==> src/rtl/dual_stepper_pulser.sv <==
// Two-axis step/dir pulse generator: both motors step concurrently on a shared period.
// Optional `POSITION_TRACK_EN adds signed 16-bit absolute position outputs pos1/pos2.
module dual_stepper_pulser #(
  parameter int DIR_SETUP_CYCLES   = 3,
  parameter int PULSE_HIGH_CYCLES  = 4,
  parameter int STEP_PERIOD_CYCLES = 10
) (
  input  logic       clk,
  input  logic       reset,
  input  logic [7:0] steps1,
  input  logic [7:0] steps2,
  input  logic       dir1,
  input  logic       dir2,
  input  logic       dataReady,
  output logic       step1,
  output logic       step2,
  output logic       dirOut1,
  output logic       dirOut2,
  output logic       stepperReady,
  output logic       moveDone
`ifdef POSITION_TRACK_EN
  ,
  output logic signed [15:0] pos1,
  output logic signed [15:0] pos2
`endif
);

  localparam int MAX_DP = (DIR_SETUP_CYCLES > STEP_PERIOD_CYCLES) ?
                          DIR_SETUP_CYCLES : STEP_PERIOD_CYCLES;
  localparam int CW = $clog2(MAX_DP) + 1;

  localparam logic [CW-1:0] SETUP_LAST = CW'(DIR_SETUP_CYCLES - 1);
  localparam logic [CW-1:0] HI_LAST    = CW'(PULSE_HIGH_CYCLES - 1);
  localparam logic [CW-1:0] LO_LAST    = CW'(STEP_PERIOD_CYCLES - PULSE_HIGH_CYCLES - 1);

  typedef enum logic [2:0] {
    IDLE,
    SETUP,
    PULSE_HI,
    PULSE_LO,
    DONE
  } state_e;

  state_e          state_q, state_d;
  logic [CW-1:0]   cnt_q, cnt_d;
  logic [7:0]      rem1_q, rem1_d;
  logic [7:0]      rem2_q, rem2_d;
  logic            dir1_q, dir1_d;
  logic            dir2_q, dir2_d;
  logic            step1_q, step1_d;
  logic            step2_q, step2_d;
  logic            ready_q, ready_d;
  logic            done_q, done_d;

  // NOTE: every signal gets a default before the case, so no path can leave
  // one unassigned and infer a latch.
  always_comb begin
    state_d = state_q;
    cnt_d   = cnt_q + CW'(1);
    rem1_d  = rem1_q;
    rem2_d  = rem2_q;
    dir1_d  = dir1_q;
    dir2_d  = dir2_q;

    unique case (state_q)
      IDLE: begin
        cnt_d = '0;
        // ready_q gates the load so the cycle right after reset never accepts a move.
        if (ready_q && dataReady) begin
          rem1_d  = steps1;
          rem2_d  = steps2;
          dir1_d  = dir1;
          dir2_d  = dir2;
          state_d = ((steps1 | steps2) == 8'd0) ? DONE : SETUP;
        end
      end
      SETUP: begin
        if (cnt_q == SETUP_LAST) begin
          state_d = PULSE_HI;
          cnt_d   = '0;
        end
      end
      PULSE_HI: begin
        if (cnt_q == HI_LAST) begin
          state_d = PULSE_LO;
          cnt_d   = '0;
          if (rem1_q != 8'd0) rem1_d = rem1_q - 8'd1;
          if (rem2_q != 8'd0) rem2_d = rem2_q - 8'd1;
        end
      end
      PULSE_LO: begin
        if (cnt_q == LO_LAST) begin
          state_d = ((rem1_q | rem2_q) != 8'd0) ? PULSE_HI : DONE;
          cnt_d   = '0;
        end
      end
      DONE: begin
        state_d = IDLE;
        cnt_d   = '0;
      end
      default: begin
        state_d = IDLE;
        cnt_d   = '0;
      end
    endcase

    // Outputs are registered from next-state so they line up with the state they describe.
    step1_d = (state_d == PULSE_HI) && (rem1_d != 8'd0);
    step2_d = (state_d == PULSE_HI) && (rem2_d != 8'd0);
    ready_d = (state_d == IDLE);
    done_d  = (state_d == DONE);
  end

  // NOTE: sequential state uses non-blocking assignments so every register
  // samples the pre-edge values regardless of statement order.
  always_ff @(posedge clk) begin
    if (reset) begin
      state_q <= IDLE;
      cnt_q   <= '0;
      rem1_q  <= 8'd0;
      rem2_q  <= 8'd0;
      dir1_q  <= 1'b0;
      dir2_q  <= 1'b0;
      step1_q <= 1'b0;
      step2_q <= 1'b0;
      ready_q <= 1'b0;
      done_q  <= 1'b0;
    end else begin
      state_q <= state_d;
      cnt_q   <= cnt_d;
      rem1_q  <= rem1_d;
      rem2_q  <= rem2_d;
      dir1_q  <= dir1_d;
      dir2_q  <= dir2_d;
      step1_q <= step1_d;
      step2_q <= step2_d;
      ready_q <= ready_d;
      done_q  <= done_d;
    end
  end

  assign step1        = step1_q;
  assign step2        = step2_q;
  assign dirOut1      = dir1_q;
  assign dirOut2      = dir2_q;
  assign stepperReady = ready_q;
  assign moveDone     = done_q;

`ifdef POSITION_TRACK_EN
  logic signed [15:0] pos1_q, pos2_q;

  // Position moves on the same edge the step output rises; wraps two's-complement.
  always_ff @(posedge clk) begin
    if (reset) begin
      pos1_q <= 16'sd0;
      pos2_q <= 16'sd0;
    end else begin
      if (step1_d && !step1_q) pos1_q <= pos1_q + (dir1_q ? 16'sd1 : -16'sd1);
      if (step2_d && !step2_q) pos2_q <= pos2_q + (dir2_q ? 16'sd1 : -16'sd1);
    end
  end

  assign pos1 = pos1_q;
  assign pos2 = pos2_q;
`endif

endmodule
==> config.mk <==
export PLATFORM = sky130hd
export DESIGN_NAME = dual_stepper_pulser
export DESIGN_NICKNAME = d
export VERILOG_FILES = /design/src/rtl/dual_stepper_pulser.sv
export SDC_FILE = /design/constraint.sdc
export NUM_CORES = 1
export LEC_CHECK = 0
export ABC_AREA = 1
export CORE_ASPECT_RATIO = 0.5
export CORE_MARGIN = 5
export CORE_UTILIZATION = 25
export CTS_BUF_LIST = sky130_fd_sc_hd__clkbuf_8
export DETAILED_ROUTE_END_ITERATION = 8
export DONT_BUFFER_PORTS = 1
export PLACE_DENSITY = 0.45
export SLEW_MARGIN = 10
export SYNTH_ARGS = -nofsm -noshare
export SYNTH_HDL_FRONTEND = slang
export SYNTH_SLANG_ARGS = --single-unit
==> constraint.sdc <==
create_clock -name clk -period 2.8 [get_ports clk]
set_clock_uncertainty 0.15 [all_clocks]
set_input_delay 0.56 -clock clk [delete_from_list [all_inputs] [get_ports clk]]
set_output_delay 0.56 -clock clk [all_outputs]
set_load 0.01 [all_outputs]
==> results of run 1 <==
==> per-stage QoR <==
step / setup slack [ns] / std cells / utilization, % / area, µm²
CTS: 0.727 / 458 / 28.7 / 2350
floorplan: 1.06 / 342 / - / 2150
detailed placement: 0.749 / 451 / 27.7 / 2270
finish: 0.776 / 458 / 28.7 / 2350
global placement: 0.758 / 451 / 27.7 / 2270
global route: 0.550 / 458 / 28.7 / 2350
==> worst register-to-register path: stages, from the launching register on <==
cell	delay, ns
dfxtp_1	0.40
ha_1	0.24
nand2_2	0.09
nor2_4	0.30
nand2_1	0.09
nand2_1	0.07
nand2_1	0.04
nand2_1	0.07
nand2_1	0.05
nor2_1	0.13
nand3_1	0.11
nor2_1	0.13
nor2_1	0.05
==> registers in the layout (all words and copies together), names as in the netlist <==
signal,flops
cnt_q,5
rem2_q,8
moveDone,1
stepperReady,1
dirOut1,1
dirOut2,1
step2,1
state_q,3
rem1_q,8
step1,1
==> kinds of logic after synthesis <==
| group | share of synthesized area, % |
|---|---|
| AND/OR/NAND/NOR | 47.3 |
| buffers and inverters | 8.49 |
| AO/OA/AOI/OAI | 11.5 |
| flip-flops | 27.9 |
| adder cells (fa/ha/maj) | 4.07 |
| XOR/XNOR | 0.814 |
==> synth_stat cells, drive strengths merged <==
cell type	number	area, µm²
nand3b	1	7.51
buf	1	11.3
a211oi	1	7.51
clkinv	1	3.75
a21oi	22	114
a22oi	7	52.6
nand4	2	12.5
xor2	2	17.5
clkbuf	2	7.51
nand2	108	463
nor3	3	15.0
nor2	67	337
nand2b	1	6.26
o21ai	11	66.3
inv	42	160
nor4	1	6.26
nand3	32	170
dfxtp	30	601
o22ai	1	6.26
ha	7	87.6
==> how the worst max path moves through the flow <==
stage / slack [ns] / from / cells past startpoint / to
2_1_floorplan: 1.06 / cnt_q[0] / 14 / step2
6_report: 0.78 / cnt_q[0] / 12 / step1
4_1_cts: 0.73 / cnt_q[0] / 12 / step1
5_1_grt: 0.55 / cnt_q[0] / 12 / step2
3_3_place_gp: 0.76 / cnt_q[0] / 12 / step1
3_5_place_dp: 0.75 / cnt_q[0] / 12 / step1
==> cell type report <==
class                   count  area [µm²]
clock buffers               5        68.8
clock inverters             2        10.0
fillers                   925        5850
inverters                  43         164
multi-input cells         266        1370
flip-flops and latches     30         601
well taps                 112         140
==> layer usage <==
layer / up-vias / track usage [%] / wire, µm
met1: 983 / 15.7 / 2830
met2: 39 / 21.4 / 2910
li1: 1097 / - / -
met4: 0 / 4.62 / 114
met3: 9 / 2.45 / 317
met5: - / 0 / 0
==> power groups by stage <==
stage / Clock, mW / Combinational [mW] / Sequential [mW]
finish: 0.327 / 0.236 / 0.465
global route: 0.370 / 0.268 / 0.468
CTS: 0.345 / 0.237 / 0.465
detailed placement: 0 / 0.235 / 0.475
global placement: 0 / 0.238 / 0.475
floorplan: 0 / 0.186 / 0.469
==> impl_metrics.csv, run 1 <==
group,metric,value,unit
critical_path,crit_arrival,2.04,ns
power,p_sw,0.341,mW
critical_path,path_cells,"ha_1, nand2_2, nor2_4, nand2_1, nand2_1, nand2_1, nand2_1, nand2_1, nor2_1, nand3_1, nor2_1, nor2_1",
logic_synthesis,syn_area,2150,µm²
route,post_drt_wl_per_cell,13.5,µm
global_route,overflow,0,
clock_tree,tritoncts,"built",
critical_path,critPathCaptureType,"flop",
placement,dpl.hpwl,4980,µm
timing,slew-limit-headroom,71.6,%
power,internal-power,0.687,mW
global_route,grt_pass1_wl,10400,µm
layout,drive_above_1_share,12.4,%
power,p_sw_share,33.2,%
route,drt_pass1_iterations,4,
timing,max_freq,0.494,GHz
timing,finalHoldViolations,0,
clock_tree,post_cts_buffers,0,
layout,final_common_cell,"nand2_1",
timing,rsz0062_at_grt,"no",
layout,antenna-diode-count,0,
route,final_antenna_net_count,0,
clock_tree,cts_buffers,5,
critical_path,reg2reg_depth,12,
route,avgViaCountPerCell,4.65,
critical_path,critical_path.slowest_cell,"dfxtp_1",
power,power,1.03,mW
clock_tree,ctsResizeCount,0,
timing,setup_viol,0,
global_route,track_usage,12.4,%
critical_path,path_class,"flop to flop",
logic_synthesis,synth_nets,370,
die,start_util,26.2,%
timing,worstMarginPinSlew,0.422,ns
logic_synthesis,syn_area_per_cell,6.29,µm²
placement,gp_congestion,0.885,
global_route,antenna_found_initial,0,
clock_tree,h-tree-depth,2,
hold_path,hp-class,"input port to flop",
critical_path,slowest_delay,0.40,ns
critical_path,rrSetupSlack,0.78,ns
global_route,grt_pass1_vias,2133,
clock_tree,clock_latency,0.28,ns
critical_path,reg2reg_from,"cnt_q[0]",
placement,portBuffers,0,
die,die_w,141,µm
critical_path,path_buf_inv,0,
hold_path,hp-start,"reset",
power,clkPwrFrac,31.8,%
run,maxCapViolations,0,
clock_tree,ctsHoldBuffers,0,
logic_synthesis,syn-instance-count,342,
critical_path,regToRegEndpoint,"step1",
power,ir_worst_vdd,0.129,mV
clock_tree,clk_pin_slew_worst_paths,0.07,ns
timing,drv_slew,0,
clock_tree,clockRootBuffer,"clkbuf_8",
critical_path,crit_top_cell,"nand2_1",
route,drt_iter0_drc,144,
critical_path,worstPathRequired,2.82,ns
layout,area_growth,9.30,%
critical_path,crit_path_max_fanout,13,
timing,whs,0.196,ns
logic_synthesis,synth_cell_types,31,
logic_synthesis,synth_seq_cells,30,
critical_path,crit_path_start_kind,"flop",
hold_path,min_to,"rem1_q[7]",
clock_tree,cts_sinks,30,
route,drcViolationCount,0,
layout,nNetsFinal,374,
timing,fin_setup_tns,0,ns
die,core_area,8200,µm²
power,comb_power_share,22.9,%
status,status,"finished clean",
critical_path,critPathTopFamily,"simple AND/OR/NAND/NOR gates",
clock_tree,ctsLongestPathBuffers,2,
die,num_io_pins,27,
power,pwr-share-seq,45.2,%
power,p_per_area,437,nW/µm²
global_route,grt_max_degree,25,
route,wirelength,6180,µm
power,leakagePower,1.06,nW
timing,period_minus_slack,2.02,ns
hold_path,min_delay_path_depth,1,
timing,min_period_over_period,72.3,%
die,dieHeight,75.6,µm
logic_synthesis,ys_warn_count,0,
die,die_area,10700,µm²
die,rows,23,
layout,layout_common_cells,"97 x nand2_1, 56 x nor2_1, 32 x inv_1",
route,num_vias,2128,
logic_synthesis,synth-seq-area-share,27.9,%
No activity file was read; power rests on OpenSTA's default activity.
==> run 2: changes to the inputs <==
- clock period: 2.8 -> 2 ns (I/O delays scaled with it)
==> run 2 against run 1 <==
Count of clock-buffer cells in the layout is 1 higher. Power is 47% higher. Highest routed layer unchanged. First-iteration DRC count is 21% higher. Register-to-register slack worse by 0.65 ns. Sequential power is 40% higher. Setup slack worse by 0.65 ns. Wire length is 5.5% higher. Global-route usage is 0.23 points lower. Final cell count is 2.0% higher. Clock power is 60% higher. Via count is 3.2% higher. Combinational power is 43% higher.
==> impl_metrics.csv, run 2 (synthesized netlist as in run 1, its figures left out) <==
group,metric,value,unit
status,status,"finished clean",
die,die_area,10700,µm²
clock_tree,clk_pin_slew_worst_paths,0.07,ns
clock_tree,h-tree-depth,2,
layout,antenna-diode-count,0,
global_route,grt_pass1_wl,10100,µm
timing,min_period_over_period,93.9,%
timing,slew-limit-headroom,69.0,%
clock_tree,ctsLongestPathBuffers,2,
clock_tree,cts_sinks,30,
route,drt_pass1_iterations,5,
clock_tree,clock_latency,0.29,ns
critical_path,crit_arrival,1.91,ns
timing,finalHoldViolations,0,
timing,max_freq,0.533,GHz
route,drcViolationCount,0,
placement,portBuffers,0,
power,leakagePower,1.10,nW
die,core_area,8200,µm²
timing,whs,0.0239,ns
timing,worstMarginPinSlew,0.461,ns
die,num_io_pins,27,
timing,fin_setup_tns,0,ns
critical_path,worstPathRequired,2.03,ns
clock_tree,cts_buffers,5,
power,power,1.51,mW
layout,stdcell_count,467,
hold_path,hp-class,"input port to flop",
timing,period_minus_slack,1.88,ns
route,drt_iter0_drc,174,
critical_path,crit_path_max_fanout,5,
clock_tree,tritoncts,"built",
placement,dpl.hpwl,4950,µm
global_route,antenna_found_initial,0,
critical_path,regToRegEndpoint,"step2",
power,ir_worst_vdd,0.184,mV
placement,gp_congestion,0.882,
layout,area_growth,13.9,%
critical_path,crit_end,"step2",
placement,place_inst,455,
route,avgViaCountPerCell,4.70,
layout,top_regs,"rem1_q (8), rem2_q (8), cnt_q (5)",
layout,nNetsFinal,382,
timing,drv_slew,0,
critical_path,reg2reg_depth,14,
route,post_drt_wl_per_cell,14.0,µm
layout,layout_common_cells,"96 x nand2_1, 54 x nor2_1, 33 x inv_1",
die,die_w,141,µm
layout,postLayoutCoreUtil,29.9,%
layout,drive_above_1_share,16.1,%
run,maxCapViolations,0,
die,start_util,26.2,%
global_route,overflow,0,
clock_tree,clockRootBuffer,"clkbuf_8",
critical_path,reg2reg_from,"cnt_q[1]",
critical_path,startpoint,"cnt_q[1]",
timing,rsz0062_at_grt,"yes",
global_route,grt_max_degree,25,
layout,final_common_cell,"nand2_1",
timing,setup_viol,0,
global_route,track_usage,12.1,%
critical_path,critPathCaptureType,"flop",
power,p_per_area,617,nW/µm²
route,final_antenna_net_count,0,
critical_path,crit_path_start_kind,"flop",
critical_path,path_class,"flop to flop",
die,dieHeight,75.6,µm
critical_path,rrSetupSlack,0.12,ns
route,wirelength,6520,µm
die,rows,23,
global_route,grt_pass1_vias,1997,
route,num_vias,2197,
run 2: cell types whose count changed in the layout (fill, tap and decap cells not counted), sizes merged:
cell,before,now
nand2,108,109
clkbuf,5,6
clkinv,3,2
buf,0,7
inv,42,43
run 2: worst min path at each step:
stage | start | to | slack, ns | cells after the start
5_1_grt | reset | rem1_q[6] | 0.008 | 1
3_5_place_dp | reset | rem1_q[5] | 0.32 | 1
2_1_floorplan | cnt_q[0] | cnt_q[0] | 0.29 | 1
3_3_place_gp | reset | dirOut2 | 0.32 | 1
6_report | reset | rem1_q[4] | 0.02 | 1
4_1_cts | reset | rem1_q[5] | 0.02 | 1
run 2: per-stage QoR:
stage	instance area, µm²	setup WS, ns
floorplan	2150	0.256
global placement	2300	0.0165
detailed placement	2300	0.0338
CTS	2390	0.0143
global route	2450	-0.0247
finish	2450	0.123
run 2: cell type report:
type / count / area (µm²)
fill: 919 / 5750
clock buffer: 6 / 82.6
multi-input combinational: 267 / 1400
inverter: 43 / 164
timing repair buffer: 7 / 52.6
tap: 112 / 140
clock inverter: 2 / 8.76
sequential: 30 / 603
run 2: power by group:
part,switching [mW],internal (mW)
Sequential,0.0273,0.624
Combinational,0.227,0.111
Clock,0.250,0.273
run 2: per-layer routing:
layer,global-route usage (%),vias to the layer above,share of wire (%)
met2,20.9,46,46
met5,0,-,0
met1,15.3,1029,47
met3,2.88,9,5.7
met4,4.08,0,1.4
li1,-,1113,-
run 2: worst max-delay path: stages (launching register included):
cell and delay (ns):
dfxtp_2 0.36, ha_4 0.15, inv_2 0.05, nor2_4 0.12, nand2_4 0.14, nor2_4 0.17
nand2_2 0.05, nand2_1 0.05, nand2_1 0.04, nand2_1 0.07, nand2_1 0.07, nor2_1 0.15
nand2_1 0.07, nor2_1 0.10, nor2_1 0.04
run 2: repair_timing:
action | 4_1_cts | 5_1_grt
setup endpoints to repair | 0 | 2
hold buffers | 0 | 0
resized for setup | 0 | 8
setup buffers | 0 | 3
==> run 3: changes to the inputs <==
- DONT_BUFFER_PORTS: 1 -> default
- PLACE_DENSITY: 0.45 -> 0.49
==> run 3 against run 2 <==
Hold slack better by 0.29 ns. Sequential share of layout area down 3.9 points. Wire length up 2.9%. Power up 7.6%. Design area up 19%. First-iteration DRC count down 28%. Final cell count up 10%. Critical endpoint is now step1. Clock power up 2%. Combinational power up 33%. Setup slack worse by 0.041 ns. Highest routed layer unchanged. Fmax down 2.1%. Global-route usage up 0.67 points.
==> impl_metrics.csv, run 3 (synthesized netlist as in run 1, its figures left out) <==
group,metric,value,unit
status,status,"finished clean",
route,drt_iter0_drc,126,
global_route,grtUsageMet2,20.0,%
hold_path,hp-class,"flop to flop",
critical_path,path_class,"flop to flop",
clock_tree,h-tree-depth,2,
critical_path,rrSetupSlack,0.08,ns
power,leakagePower,1.32,nW
route,drt_pass1_iterations,4,
power,ir_worst_vdd,0.199,mV
critical_path,path_buf_inv,2,
critical_path,critPathCaptureType,"flop",
global_route,overflow,0,
route,wirelength,6710,µm
clock_tree,ctsLongestPathBuffers,2,
global_route,grt_max_degree,17,
placement,pre_cts_ws,-0.170,ns
layout,drive_above_1_share,21.5,%
timing,max_freq,0.521,GHz
run,maxCapViolations,0,
global_route,met3_usage,3.07,%
global_route,grt_busiest_layer,"met2",
layout,antenna-diode-count,0,
global_route,use_met1,17.8,%
route,avgViaCountPerCell,4.38,
critical_path,slowest_delay,0.36,ns
critical_path,crit_end,"step1",
die,die_w,141,µm
global_route,grt_pass1_wl,10600,µm
critical_path,path_cells,"ha_4, inv_4, nor2_4, buf_12, nand2_2, nor2_4, nand2_1, nand2_1, nand2_1, nand2_1, nand2_1, nor2_1, nand2_1, nor2_2, nor2_1",
timing,worst_slack,0.0820,ns
timing,worstMarginPinSlew,0.339,ns
critical_path,startpoint,"cnt_q[1]",
layout,layout_common_cells,"95 x nand2_1, 52 x nor2_1, 31 x inv_1",
clock_tree,clk_pin_slew_worst_paths,0.07,ns
critical_path,crit_cells,15,
die,start_util,26.2,%
timing,finalHoldViolations,0,
timing,slew-limit-headroom,77.3,%
global_route,antenna_found_initial,0,
hold_path,hp-start,"dirOut2",
die,rows,23,
die,die_area,10700,µm²
die,core_area,8200,µm²
critical_path,regToRegEndpoint,"step1",
critical_path,reg2reg_from,"cnt_q[1]",
clock_tree,cts_sinks,30,
die,dieHeight,75.6,µm
placement,place_inst,504,
layout,top_regs,"rem1_q (8), rem2_q (8), cnt_q (5)",
critical_path,reg2reg_depth,15,
critical_path,crit_arrival,1.96,ns
timing,rsz0062_at_grt,"yes",
critical_path,worstPathRequired,2.04,ns
clock_tree,cts_buffers,5,
global_route,grt_pass1_vias,2135,
timing,min_period_over_period,95.9,%
clock_tree,clockRootBuffer,"clkbuf_8",
critical_path,crit_path_max_fanout,4,
placement,portBuffers,26,
timing,drv_slew,0,
timing,fin_setup_tns,0,ns
timing,whs,0.310,ns
timing,period_minus_slack,1.92,ns
layout,final_common_cell,"nand2_1",
power,p_per_area,558,nW/µm²
timing,setup_viol,0,
route,num_vias,2260,
clock_tree,tritoncts,"built",
layout,area_growth,35.5,%
placement,dpl.hpwl,5220,µm
clock_tree,ctsHoldBuffers,0,
layout,fill_cells,882,
clock_tree,clock_latency,0.29,ns
route,post_drt_wl_per_cell,13.0,µm
critical_path,critical_path.slowest_cell,"dfxtp_2",
die,num_io_pins,27,
global_route,track_usage,12.8,%
placement,gp_congestion,0.857,
layout,nNetsFinal,431,
layout,stdcell_count,516,
critical_path,critPathTopFamily,"simple AND/OR/NAND/NOR gates",
layout,postLayoutCoreUtil,35.6,%
route,drcViolationCount,0,
critical_path,crit_path_start_kind,"flop",
route,final_antenna_net_count,0,
critical_path,crit_top_cell,"nand2_1",
## run 3: what timing repair did
action                                  4_1_cts  5_1_grt
endpoints found under the setup margin        0        5
setup buffers                                 0        3
gates resized for setup                       0       16
## run 3: worst min path at each step
stage	to	slack, ns	depth (start not counted)
floorplan	cnt_q[0]	0.29	1
global route	dirOut2	0.34	2
finish	dirOut2	0.31	2
global placement	dirOut2	0.30	2
detailed placement	dirOut2	0.30	2
CTS	dirOut2	0.31	2
## run 3: worst reg2reg max path, cell delays in order (launching register included)
cell and delay (ns):
dfxtp_2 0.36, ha_4 0.16, inv_4 0.04, nor2_4 0.15, buf_12 0.12, nand2_2 0.11
nor2_4 0.13, nand2_1 0.06, nand2_1 0.05, nand2_1 0.05, nand2_1 0.07, nand2_1 0.05
nor2_1 0.09, nand2_1 0.08, nor2_2 0.10, nor2_1 0.04
## run 3: metal layers
metal	vias to the layer above	part of all wire, %
met5	-	0
met4	0	1.2
li1	1207	-
met2	30	41
met3	9	4.9
met1	1014	53
## run 3: final cells by class
class	instances	area, µm²	share of cell area [%]
sequential	30	603	20.7
timing repair buffer	56	498	17.1
clock inverter	2	8.76	0.300
multi-input combinational	267	1420	48.6
inverter	43	166	5.71
tap	112	140	4.80
clock buffer	6	82.6	2.83
## run 3: metrics by stage
step	power (mW)	cell area [µm²]
after floorplan	0.917	2150
after global placement	1.10	2740
after detailed placement	1.10	2740
after CTS	1.63	2830
after global routing	1.73	2920
final	1.63	2920
## run 3: power breakdown
part | switching (mW) | leakage (nW) | internal (mW)
clock network | 0.258 | 0.0524 | 0.273
logic | 0.259 | 1.02 | 0.189
registers | 0.0250 | 0.245 | 0.624
total | 0.542 | 1.32 | 1.09
